`src/rtl/cmdspi_burst.sv`:
```
`default_nettype none
// ============================================================================
//  Module      : cmdspi_burst
//  Description : SPI slave to register-bus bridge. Each frame carries a
//                read/write header bit, an AW-bit address and any number of
//                DW-bit data words. Writes are issued on we/wdat. Reads are
//                prefetched through re/rdat and shifted back on MISO.
//  Revision    : 1.0 - initial release
// ============================================================================
module cmdspi_burst #(
    parameter int AW      = 7,
    parameter int DW      = 32,
    parameter int CPOL    = 0,
    parameter int CPHA    = 0,
    parameter int AUTOINC = 1
) (
    input  logic          clk,
    input  logic          rst,
    input  logic          CSN,
    input  logic          SCLK,
    input  logic          MOSI,
    output logic          MISO,
    output logic          we,
    output logic          re,
    output logic [AW-1:0] addr,
    output logic [DW-1:0] wdat,
    input  logic [DW-1:0] rdat,
    output logic          busy
);

    // The receive shifter must hold either a full header or a full data word.
    localparam int         c_RX_W      = (AW + 1 > DW) ? AW + 1 : DW;
    localparam logic [5:0] c_HDR_BITS  = 6'(AW + 1);
    localparam logic [5:0] c_WORD_BITS = 6'(DW);

    typedef enum logic [1:0] {
        ST_IDLE   = 2'd0,
        ST_HEADER = 2'd1,
        ST_DATA   = 2'd2
    } state_t;

    state_t r_state;
    state_t w_state_next;

    logic r_csn_s1, r_csn_s2, r_csn_s3;
    logic r_sclk_s1, r_sclk_s2, r_sclk_s3;
    logic r_mosi_s1, r_mosi_s2;

    logic [c_RX_W-1:0] r_rx;
    logic [DW-1:0]     r_tx;
    logic [5:0]        r_cnt;
    logic [AW-1:0]     r_addr;
    logic [DW-1:0]     r_wdat;
    logic              r_rw;
    logic              r_skip;
    logic              r_we;
    logic              r_re;
    logic              r_re_d1;
    logic              r_re_d2;

    logic              w_csn_fall, w_csn_rise, w_act;
    logic              w_sclk_rise, w_sclk_fall, w_lead, w_trail;
    logic              w_sample, w_shift, w_last;
    logic [c_RX_W-1:0] w_rx_next;

    assign w_csn_fall  =  r_csn_s3 & ~r_csn_s2;
    assign w_csn_rise  = ~r_csn_s3 &  r_csn_s2;
    assign w_act       = ~r_csn_s3 & ~r_csn_s2 & (r_state != ST_IDLE);
    assign w_sclk_rise =  r_sclk_s2 & ~r_sclk_s3;
    assign w_sclk_fall = ~r_sclk_s2 &  r_sclk_s3;
    // Leading edge leaves the idle level, trailing edge returns to it.
    assign w_lead      = (CPOL != 0) ? w_sclk_fall : w_sclk_rise;
    assign w_trail     = (CPOL != 0) ? w_sclk_rise : w_sclk_fall;
    assign w_sample    = w_act & ((CPHA != 0) ? w_trail : w_lead);
    assign w_shift     = w_act & ((CPHA != 0) ? w_lead  : w_trail);
    assign w_last      = w_sample & (r_cnt == 6'd1);
    assign w_rx_next   = {r_rx[c_RX_W-2:0], r_mosi_s2};

    assign MISO = r_tx[DW-1];
    assign we   = r_we;
    assign re   = r_re;
    assign addr = r_addr;
    assign wdat = r_wdat;
    assign busy = (r_state != ST_IDLE);

    // Bring the SPI pins into the clk domain; third stage feeds edge detect.
    always_ff @(posedge clk or posedge rst) begin
        if (rst) begin
            r_csn_s1  <= 1'b0;
            r_csn_s2  <= 1'b0;
            r_csn_s3  <= 1'b0;
            r_sclk_s1 <= 1'b0;
            r_sclk_s2 <= 1'b0;
            r_sclk_s3 <= 1'b0;
            r_mosi_s1 <= 1'b0;
            r_mosi_s2 <= 1'b0;
        end else begin
            r_csn_s1  <= CSN;
            r_csn_s2  <= r_csn_s1;
            r_csn_s3  <= r_csn_s2;
            r_sclk_s1 <= SCLK;
            r_sclk_s2 <= r_sclk_s1;
            r_sclk_s3 <= r_sclk_s2;
            r_mosi_s1 <= MOSI;
            r_mosi_s2 <= r_mosi_s1;
        end
    end

    // Frame phase register.
    always_ff @(posedge clk or posedge rst) begin
        if (rst) begin
            r_state <= ST_IDLE;
        end else begin
            r_state <= w_state_next;
        end
    end

    // Phase sequencing: CSN falling always restarts the header.
    always_comb begin
        w_state_next = r_state;
        if (w_csn_fall) begin
            w_state_next = ST_HEADER;
        end else if (w_csn_rise) begin
            w_state_next = ST_IDLE;
        end else if (w_last && (r_state == ST_HEADER)) begin
            w_state_next = ST_DATA;
        end
    end

    // Shift registers, bit counter, bus strobes and read-data prefetch.
    always_ff @(posedge clk or posedge rst) begin
        if (rst) begin
            r_rx    <= '0;
            r_tx    <= '0;
            r_cnt   <= '0;
            r_addr  <= '0;
            r_wdat  <= '0;
            r_rw    <= 1'b0;
            r_skip  <= 1'b0;
            r_we    <= 1'b0;
            r_re    <= 1'b0;
            r_re_d1 <= 1'b0;
            r_re_d2 <= 1'b0;
        end else begin
            r_we    <= 1'b0;
            r_re    <= 1'b0;
            r_re_d1 <= r_re;
            r_re_d2 <= r_re_d1;
            // Post-write increment lands one clk after the strobe.
            if (r_we && (AUTOINC != 0)) begin
                r_addr <= r_addr + AW'(1);
            end
            if (w_csn_fall) begin
                r_cnt  <= c_HDR_BITS;
                r_rx   <= '0;
                r_tx   <= '0;
                r_skip <= 1'b0;
            end else if (w_csn_rise) begin
                r_cnt  <= '0;
                r_tx   <= '0;
                r_skip <= 1'b0;
            end else begin
                // rdat is valid two clk after re; the next shift edge must
                // leave the freshly loaded MSB on MISO for the master.
                if (r_re_d2 && (r_state == ST_DATA) && r_rw) begin
                    r_tx   <= rdat;
                    r_skip <= 1'b1;
                end else if (w_shift) begin
                    if (r_skip) begin
                        r_skip <= 1'b0;
                    end else begin
                        r_tx <= {r_tx[DW-2:0], 1'b0};
                    end
                end
                if (w_sample) begin
                    r_rx  <= w_rx_next;
                    r_cnt <= r_cnt - 6'd1;
                    if (w_last && (r_state == ST_HEADER)) begin
                        r_addr <= w_rx_next[AW-1:0];
                        r_rw   <= w_rx_next[AW];
                        r_re   <= w_rx_next[AW];
                        r_cnt  <= c_WORD_BITS;
                    end else if (w_last) begin
                        r_cnt <= c_WORD_BITS;
                        if (r_rw) begin
                            // Prefetch the next word even if the frame ends.
                            r_re <= 1'b1;
                            if (AUTOINC != 0) begin
                                r_addr <= r_addr + AW'(1);
                            end
                        end else begin
                            r_we   <= 1'b1;
                            r_wdat <= w_rx_next[DW-1:0];
                        end
                    end
                end
            end
        end
    end

endmodule
`default_nettype wire
```
`config.mk`:
```
export PLATFORM = sky130hd
export DESIGN_NAME = cmdspi_burst
export DESIGN_NICKNAME = d
export VERILOG_FILES = /design/src/rtl/cmdspi_burst.sv
export SDC_FILE = /design/constraint.sdc
export NUM_CORES = 1
export LEC_CHECK = 0
export BUFFER_PORTS_ARGS = -buffer_cell sky130_fd_sc_hd__clkbuf_2
export CAP_MARGIN = 20
export CORE_MARGIN = 2
export CORE_UTILIZATION = 50
export DETAILED_ROUTE_END_ITERATION = 10
export GPL_TIMING_DRIVEN = 0
export PLACE_DENSITY = 0.79
export SYNTH_ARGS = -nofsm -noshare
export SYNTH_HDL_FRONTEND = slang
export SYNTH_SLANG_ARGS = --single-unit
```
`constraint.sdc`:
```
create_clock -name clk -period 7.9 [get_ports clk]
set_clock_uncertainty 0.1 [all_clocks]
set_input_delay 0.395 -clock clk [delete_from_list [all_inputs] [get_ports clk]]
set_output_delay 0.395 -clock clk [all_outputs]
set_load 0.05 [all_outputs]
```
; Yosys cells after proc, flatten, opt, wreduce, memory -nomap -nowiden
; Cells that the tools add are included.
[op_classes]
add_sub_neg = 2
n_mul = 0
div = 0
order_cmp = 0
eq_ne = 5
shift = 0
n_mux = 39
n_bitwise = 17
n_reduce_logical = 12
[ops]
columns = cell, count
row1 = two-way mux 32 bit, 5
row2 = two-way mux 31 bit, 3
row3 = two-way mux 7 bit, 7
row4 = two-way mux 6 bit, 5
row5 = two-way mux 1 bit, 16
row6 = bitwise AND 1 bit, 9
row7 = inverter 1 bit, 8
row8 = adder 7 x 1 -> 7 bit (second input constant), 1
row9 = == test 6 x 1 -> 1 bit (second input constant), 1
row10 = two-way mux 2 bit, 3
row11 = AND reduction 6 bit, 1
row12 = nonzero test 3 bit, 2
row13 = subtractor 6 x 1 -> 6 bit (second input constant), 1
row14 = inequality test 4 x 1 -> 1 bit (second input constant), 1
row15 = AND reduction 2 bit, 2
row16 = AND reduction 4 bit, 1
row17 = nonzero test 2 bit, 2
row18 = nonzero test 4 bit, 1
row19 = logical AND 1 bit, 3
row20 = == test 2 x 1 -> 1 bit (second input constant), 1
row21 = == test 2 bit (second input constant), 1
row22 = inequality test 2 bit (second input constant), 1
[totals]
reg_bits = 124
latchBits = 0
mem_bits_rw = 0
rom_bits = 0
inputBits = 37
out_inout_bits = 43
elab_cells = 95
mem_count = 0

; Depth between registers and ports, before layout
; Gate-level depths: netlist (run 1).
[logic_depth]
word_depth = 10
mapped_depth = 8
ltp_nobuf = 6

; Worst setup path before layout (run 1)
; No wires, ideal clock.
[synth_path]
kind = reg2reg
from = register r_cnt[1]
to = register r_wdat[10], in the netlist wdat[10]
setup_time_ps = 125
arrival_time_ps = 1949
setup_slack_ps = 5726
stages_incl_launch_ff = 9
path_buffers = 2
path_cell_list = dfrtp_1 inv_1 ha_1 nor2b_1 nand4_4 or3_1 buf_6 buf_12 mux2_4
[synth_between]
elab_chain_cells = 5
[synth_lines]
columns = element, line
row1 = "start, declared", 51  ; logic [5:0] r_cnt;
row2 = "start signal, assigned", 154  ; r_cnt <= c_HDR_BITS;
row3 = "start signal, assigned", 177  ; r_cnt <= r_cnt - 6'd1;
row4 = "start signal, assigned", 182  ; r_cnt <= c_WORD_BITS;
row5 = == test 6 x 1 -> 1 bit (*), 76  ; assign w_last = w_sample & (r_cnt == 6'd1);
row6 = bitwise AND 1 bit (*), 76
row7 = logical AND 1 bit, 178  ; if (w_last && (r_state == ST_HEADER)) begin
row8 = inverter 1 bit (no source line), -
row9 = AND reduction 6 bit (no source line) (*), -
row10 = "end signal, assigned", 193  ; r_wdat <= w_rx_next[DW-1:0];
row11 = "end, declared", 53  ; logic [DW-1:0] r_wdat;
; Mark *: on every way between the ends. The rest lies on a longest branch, timed or not.
; A chain may end at the register's enable or synchronous reset.

; Worst setup path in the final report (run 1)
[layout_path]
from = register r_cnt[1]
to = register r_wdat[9], in the netlist wdat[9]
; The elaborated chain is that of the path after synthesis.

==> run metrics, run 1 <==
antenna violations before repair=0; Multi-input gate area=about 2300 µm²; global-route wire length before repair=roughly 19 mm; Syn Inst Count=about 470; total wire length=roughly 11 mm; Tmin final=approximately 2.4 ns; Slowest-stage cell, CP=dfrtp_1; Mapped Area=5610 µm²; pin count of the biggest net entering global routing=83; post-route core utilization=63.1%; sequential-to-total area share from yosys stat=55.4%; most frequent cells in the layout=dfrtp_1, clkbuf_2, nand2_1, a21oi_1, mux2_2; post-synth top area share=55.4%; sequential share of power=41.4%; Synth Area in Compound Gates=12.5%; Post-Route Setup TNS=0 ns; number of routed nets with antenna violations=0; hold crit path type=in -> reg; Synth area leader=dfrtp_1; DRC=0; CTS tree=done; most common cell after layout, fill and taps aside=dfrtp_1; EDFF count, synth=0; clk_lat worst skew=0.51 ns; Seq cells post-synth=~120; XOR/XNOR Fraction of Synth Area=1.25%; synth warn=0; die area=about 12000 µm²; Post-Syn Nets=about 500; FP Rows=38; number of global-route vias before repair=between 3k and 4k; Synth Flop Type=dfrtp_1; switching share of power=between 20% and 30%; vias=approximately 4k; crit-path cells=inv_1 -> ha_1 -> nor2b_1 -> nand4_4 -> or3_1 -> buf_6 -> buf_12 -> mux2_4; count of final max-slew check failures=0; Worst Reg2Reg Path Length in Cells=8; largest family of logic cells by synthesized area=multiplexers; measured slew at the worst slew-check pin=around 0.56 ns; Worst Setup EP=wdat[9]; dominant cells by area after synthesis=dfrtp_1, mux2_4, mux2_2, nand2_1, a22o_1; max cap viols=0; WL/cell=between 15 and 20 µm; Initial Util=between 50 and 60%; Worst EP required=between 8 and 9 ns; DPL Wire Length=7.74 mm; initial DRC count=roughly 270; Critical Path Start=r_cnt[1]; final setup fails=0; nets=between 600 and 700; RSZ-0062 raised after global routing=false; total track usage=20.2%; clock sink total=124; proportion of power drawn by the clock network=48.6%; Combinational Power Share=10.0%; crit start category=register; Ant. Diodes=0; Max clock buf depth=2; dominant delay contributor by cell family on the critical path=simple AND/OR/NAND/NOR gates; Crit. path cell count=8; gpl congestion=~0.85; CP Capture Type=register; Num CTS Buffers=17; post-synthesis simple-gate area fraction=a little over a tenth; LEAKAGE=approximately 3.5 nW; P per Cell Area=240 nW/µm²; multiplexer area fraction after synthesis=15.0%; DRT Pass-1 Iters=4; sequential standard cell area=about 3100 µm²; Worst Path Buf+Inv=3; WP data arrival=roughly 2.7 ns; H-tree levels=4; syn_area_per_cell=between 10 and 15 µm²; slowest cell delay on critical path=0.40 ns; max frequency=between 0.4 and 0.5 GHz; RR Endpoint=wdat[9]; Sw Pwr=0.399 mW; layout cells sized above 1=around 33%; Port Buffers=between 70 and 80; Max VDD drop=around 120 µV; cell internal pwr=1.25 mW; RR Startpoint=r_cnt[1]; fill count=~800; ys async rst share=100%; total gr overflow=0; Clock transition at path regs=about 0.060 ns; R2R Setup Slk=around 5.5 ns; Worst Path Max Fanout=10; Core Box Area=10900 µm²; Adder-Cell Fraction of Synth Area=under 10%; die width=between 100 and 150 µm; Area growth syn-to-layout=22.5%; Non-Filler Instances=~720; chip height=roughly 110 µm; Inst Count DP=around 690; Ports=80; routed vias/inst=5.54; critical path type=reg -> reg; slew margin rel.=~62%; outcome=finished clean; synth unique cells=57; crit share post-route=30.2%; Root Driver=clkbuf_8; Fin. Hold Viols=0
power by group through the flow:
stage	clock (mW)	sequential, mW	combinational (mW)
after floorplan	0	0.701	0.107
after global placement	0	0.692	0.153
after detailed placement	0	0.693	0.163
after CTS	0.819	0.682	0.166
after global routing	0.853	0.687	0.181
final	0.803	0.683	0.165
cell families (layout without fill, tap and decap cells):
group / Yosys count / in the layout
buffers and inverters: 44 / 158
and+or+nand+nor: 116 / 116
AOI/OAI and AO/OA: 102 / 102
DFF: 124 / 124
muxes: 65 / 65
xor gates and xnor gates: 8 / 8
adders and majority gates: 6 / 6
timing repair:
| item | in CTS | in global routing |
|---|---|---|
| hold buffers | 4 | 0 |
| buffers inserted | 0 | 0 |
| gates resized for setup | 0 | 0 |
| setup endpoints to repair | 0 | 0 |
| endpoints found under the hold margin | 45 | 0 |
cell usage after synthesis (all sizes together), types with 3 or more instances:
master and count:
dfrtp 124, nand2 74, mux2 64, a21oi 35
a22o 31, clkbuf 20, inv 15, buf 9
nor2 8, o21ai 7, ha 6, a22oi 5
xnor2 5, a31oi 4, nand3 4, nand4 4
nor3 4, o22ai 4, or3 4, xor2 3
worst reg2reg max path, cell delays in order (launching register included):
cell,delay [ns]
dfrtp_1,0.40
inv_1,0.08
ha_1,0.16
nor2b_1,0.30
nand4_4,0.20
or3_1,0.40
buf_6,0.16
buf_12,0.15
mux2_4,0.31
per-stage QoR:
step                setup slack [ns]  cell area, µm²  hold WS [ns]  power, mW
global route                    5.39            6870        0.0373       1.72
detailed placement              5.54            6210         0.236      0.857
floorplan                       4.11            5610         0.231      0.808
finish                          5.52            6870        0.0267       1.65
global placement                2.92            6180         0.232      0.845
CTS                             5.52            6870       0.00738       1.67
worst min path at each step:
stage / endpoint / startpoint / depth (start not counted) / slack, ns
3_5_place_dp: r_csn_s2 / r_csn_s1 / 0 / 0.24
6_report: r_tx[0] / rdat[0] / 3 / 0.03
2_1_floorplan: r_csn_s2 / r_csn_s1 / 0 / 0.23
5_1_grt: r_tx[0] / rdat[0] / 3 / 0.04
3_3_place_gp: r_csn_s2 / r_csn_s1 / 0 / 0.23
4_1_cts: r_tx[0] / rdat[0] / 3 / 0.007
per-layer routing:
| metal | GRT usage [%] | wire length [µm] | up-vias |
|---|---|---|---|
| met5 | 0 | 0 | - |
| met4 | 7.32 | 184 | 0 |
| met2 | 31.1 | 5560 | 91 |
| li1 | - | - | 1869 |
| met3 | 6.28 | 471 | 21 |
| met1 | 27.0 | 5050 | 2005 |
final cells by class:
class	count	area share (%)
Buffer	29	2.51
Clock buffer	20	6.63
Clock inverter	10	2.39
Inverter	15	0.893
Multi-Input combinational cell	297	33.1
Sequential cell	124	45.2
Tap cell	140	2.55
Timing Repair Buffer	84	6.74
flip-flops by register name (all words and copies together) (netlist names), 2 cells and up:
name	count
r_tx	32
wdat	32
r_rx	31
addr	7
r_cnt	6
r_state	2
Power figures use the tool's default switching activity.
==> run 2, diff against run 1 <==
==> constraint.sdc (replaced) <==
create_clock -name clk -period 2.4 [get_ports clk]
set_clock_uncertainty 0.1 [all_clocks]
set_input_delay 0.12 -clock clk [delete_from_list [all_inputs] [get_ports clk]]
set_output_delay 0.12 -clock clk [all_outputs]
set_load 0.05 [all_outputs]
==> run 2 against run 1 <==
Net effect:
- sequential share of layout area is 2.2 points lower
- count of clock-buffer cells in the layout is 2 lower
- total power rose to 3.2 times the previous value
==> run metrics, run 2 (synthesized netlist as in run 1, its figures left out) <==
max frequency=around 0.44 GHz; final setup fails=0; Port Buffers=just under 80; RSZ-0062 raised after global routing=false; sequential standard cell area=3100 µm²; pin count of the biggest net entering global routing=35; CTS tree=done; CP Capture Type=register; dominant delay contributor by cell family on the critical path=simple AND/OR/NAND/NOR gates; max cap viols=0; fill count=796; DRT Pass-1 Iters=6; layout cells sized above 1=33.4%; grt met3 use=under 10%; Tmin final=around 2.3 ns; power consumption=between 5 and 6 mW; met2 usage=between 30% and 40%; most frequent cells in the layout=dfrtp_1, clkbuf_2, nand2_1, dlygate4sd3_1; antenna violations before repair=0; most used routing layer=met2; Clock transition at path regs=0.06 ns; Ports=80; slew margin rel.=50.5%; post-route core utilization=between 60% and 70%; P per Cell Area=around 740 nW/µm²; total gr overflow=0; nets=approximately 650; outcome=finished clean; Fin. Hold Viols=0; met1 GRT Util=roughly 28%; routed vias/inst=approximately 5.4; Worst EP required=roughly 2.7 ns; Initial Util=between 50% and 60%; Root Driver=clkbuf_8; DPL Wire Length=around 8 mm; number of global-route vias before repair=between 4k and 5k; R2R Setup Slk=0.11 ns; finished layout cell area=7210 µm²; Worst Path Max Fanout=10; initial DRC count=293; WP data arrival=~2.6 ns; most common cell after layout, fill and taps aside=dfrtp_1; clock sink total=roughly 120; chip height=110 µm; hold crit path type=in -> reg; Slowest-stage cell, CP=dfrtp_1; DRC=0; Max clock buf depth=2; die width=110 µm; global-route wire length before repair=19.7 mm; vias=around 4.1k; number of routed nets with antenna violations=0; crit-path cells=ha_1 -> or2_1 -> buf_2 -> or3_1 -> buf_6 -> buf_12 -> mux2_4; measured slew at the worst slew-check pin=0.741 ns; Area growth syn-to-layout=28.7%; gpl congestion=roughly 0.85; total wire length=around 12 mm; Multi-input gate area=roughly 2300 µm²; critical path type=reg -> reg; FP Rows=38; WL/cell=around 16 µm; count of final max-slew check failures=0; crit share post-route=between 90% and 100%; Ant. Diodes=0; H-tree levels=4; total track usage=21.4%; slowest cell delay on critical path=approximately 0.4 ns; Worst Path Buf+Inv=3; cell area after placement=6250 µm²; crit start category=register; Max VDD drop=372 µV; LEAKAGE=between 3 and 4 nW; Core Box Area=between 10000 and 15000 µm²; die area=approximately 12000 µm²; clk_lat worst skew=0.52 ns; Num CTS Buffers=17
[run 2: path summary, 6_finish.rpt]
path	start	endpoint	cells after the start
max	r_csn_s2	wdat[9]	7
min	CSN	r_csn_s1	2
max in group asynchronous	rst	addr[3]	5
min reg2reg	r_csn_s1	r_csn_s2	0
max reg2reg	r_csn_s2	wdat[9]	7
min in group asynchronous	rst	r_tx[18]	3
[run 2: worst reg2reg max path, delay by kind of cell (launching register included)]
family                   cells  cell delay (ns)
multiplexers                 1             0.31
flip-flops                   1             0.39
AND/OR/NAND/NOR              2             0.62
adder cells (fa/ha/maj)      1             0.26
buffers and inverters        3             0.49
[run 2: repair_timing]
item	4_1_cts	5_1_grt
pin swaps	0	1
resized for setup	1	12
setup endpoints to repair	1	84
buffers inserted	0	0
hold endpoints to repair	67	0
hold buffers	36	0
[run 2: area by class of cell]
type                    instances  share of cell area (%)
clock buffers                  18                    5.93
inverters                      15                   0.833
flip-flops and latches        124                    43.0
clock inverters                13                    1.96
plain buffers                  29                    2.45
well taps                     140                    2.43
multi-input cells             297                    32.0
repair buffers                118                    11.4
[run 2: power breakdown]
group	total [mW]	switching (mW)	leakage [nW]	internal, mW
Sequential	2.25	0.0932	1.70	2.16
Clock	2.45	0.940	0.274	1.51
Combinational	0.616	0.363	1.61	0.253
Total	5.31	1.40	3.59	3.92
[run 2: per-layer routing]
metal,up-vias,share of wire (%)
met5,-,0
met2,112,50
li1,1934,-
met3,24,3.8
met1,2026,44
met4,0,2.2
[run 2: stage by stage]
step | setup TNS (ns) | setup WS, ns | hold WS (ns) | cells
2_1_floorplan | 0 | 0.226 | 0.0514 | 465
3_3_place_gp | -3.26 | -0.0343 | 0.128 | 684
3_5_place_dp | 0 | 0.0433 | 0.130 | 687
4_1_cts | 0 | 0.0183 | 0.117 | 754
5_1_grt | 0 | 0.0118 | 0.116 | 754
6_report | 0 | 0.110 | 0.144 | 754
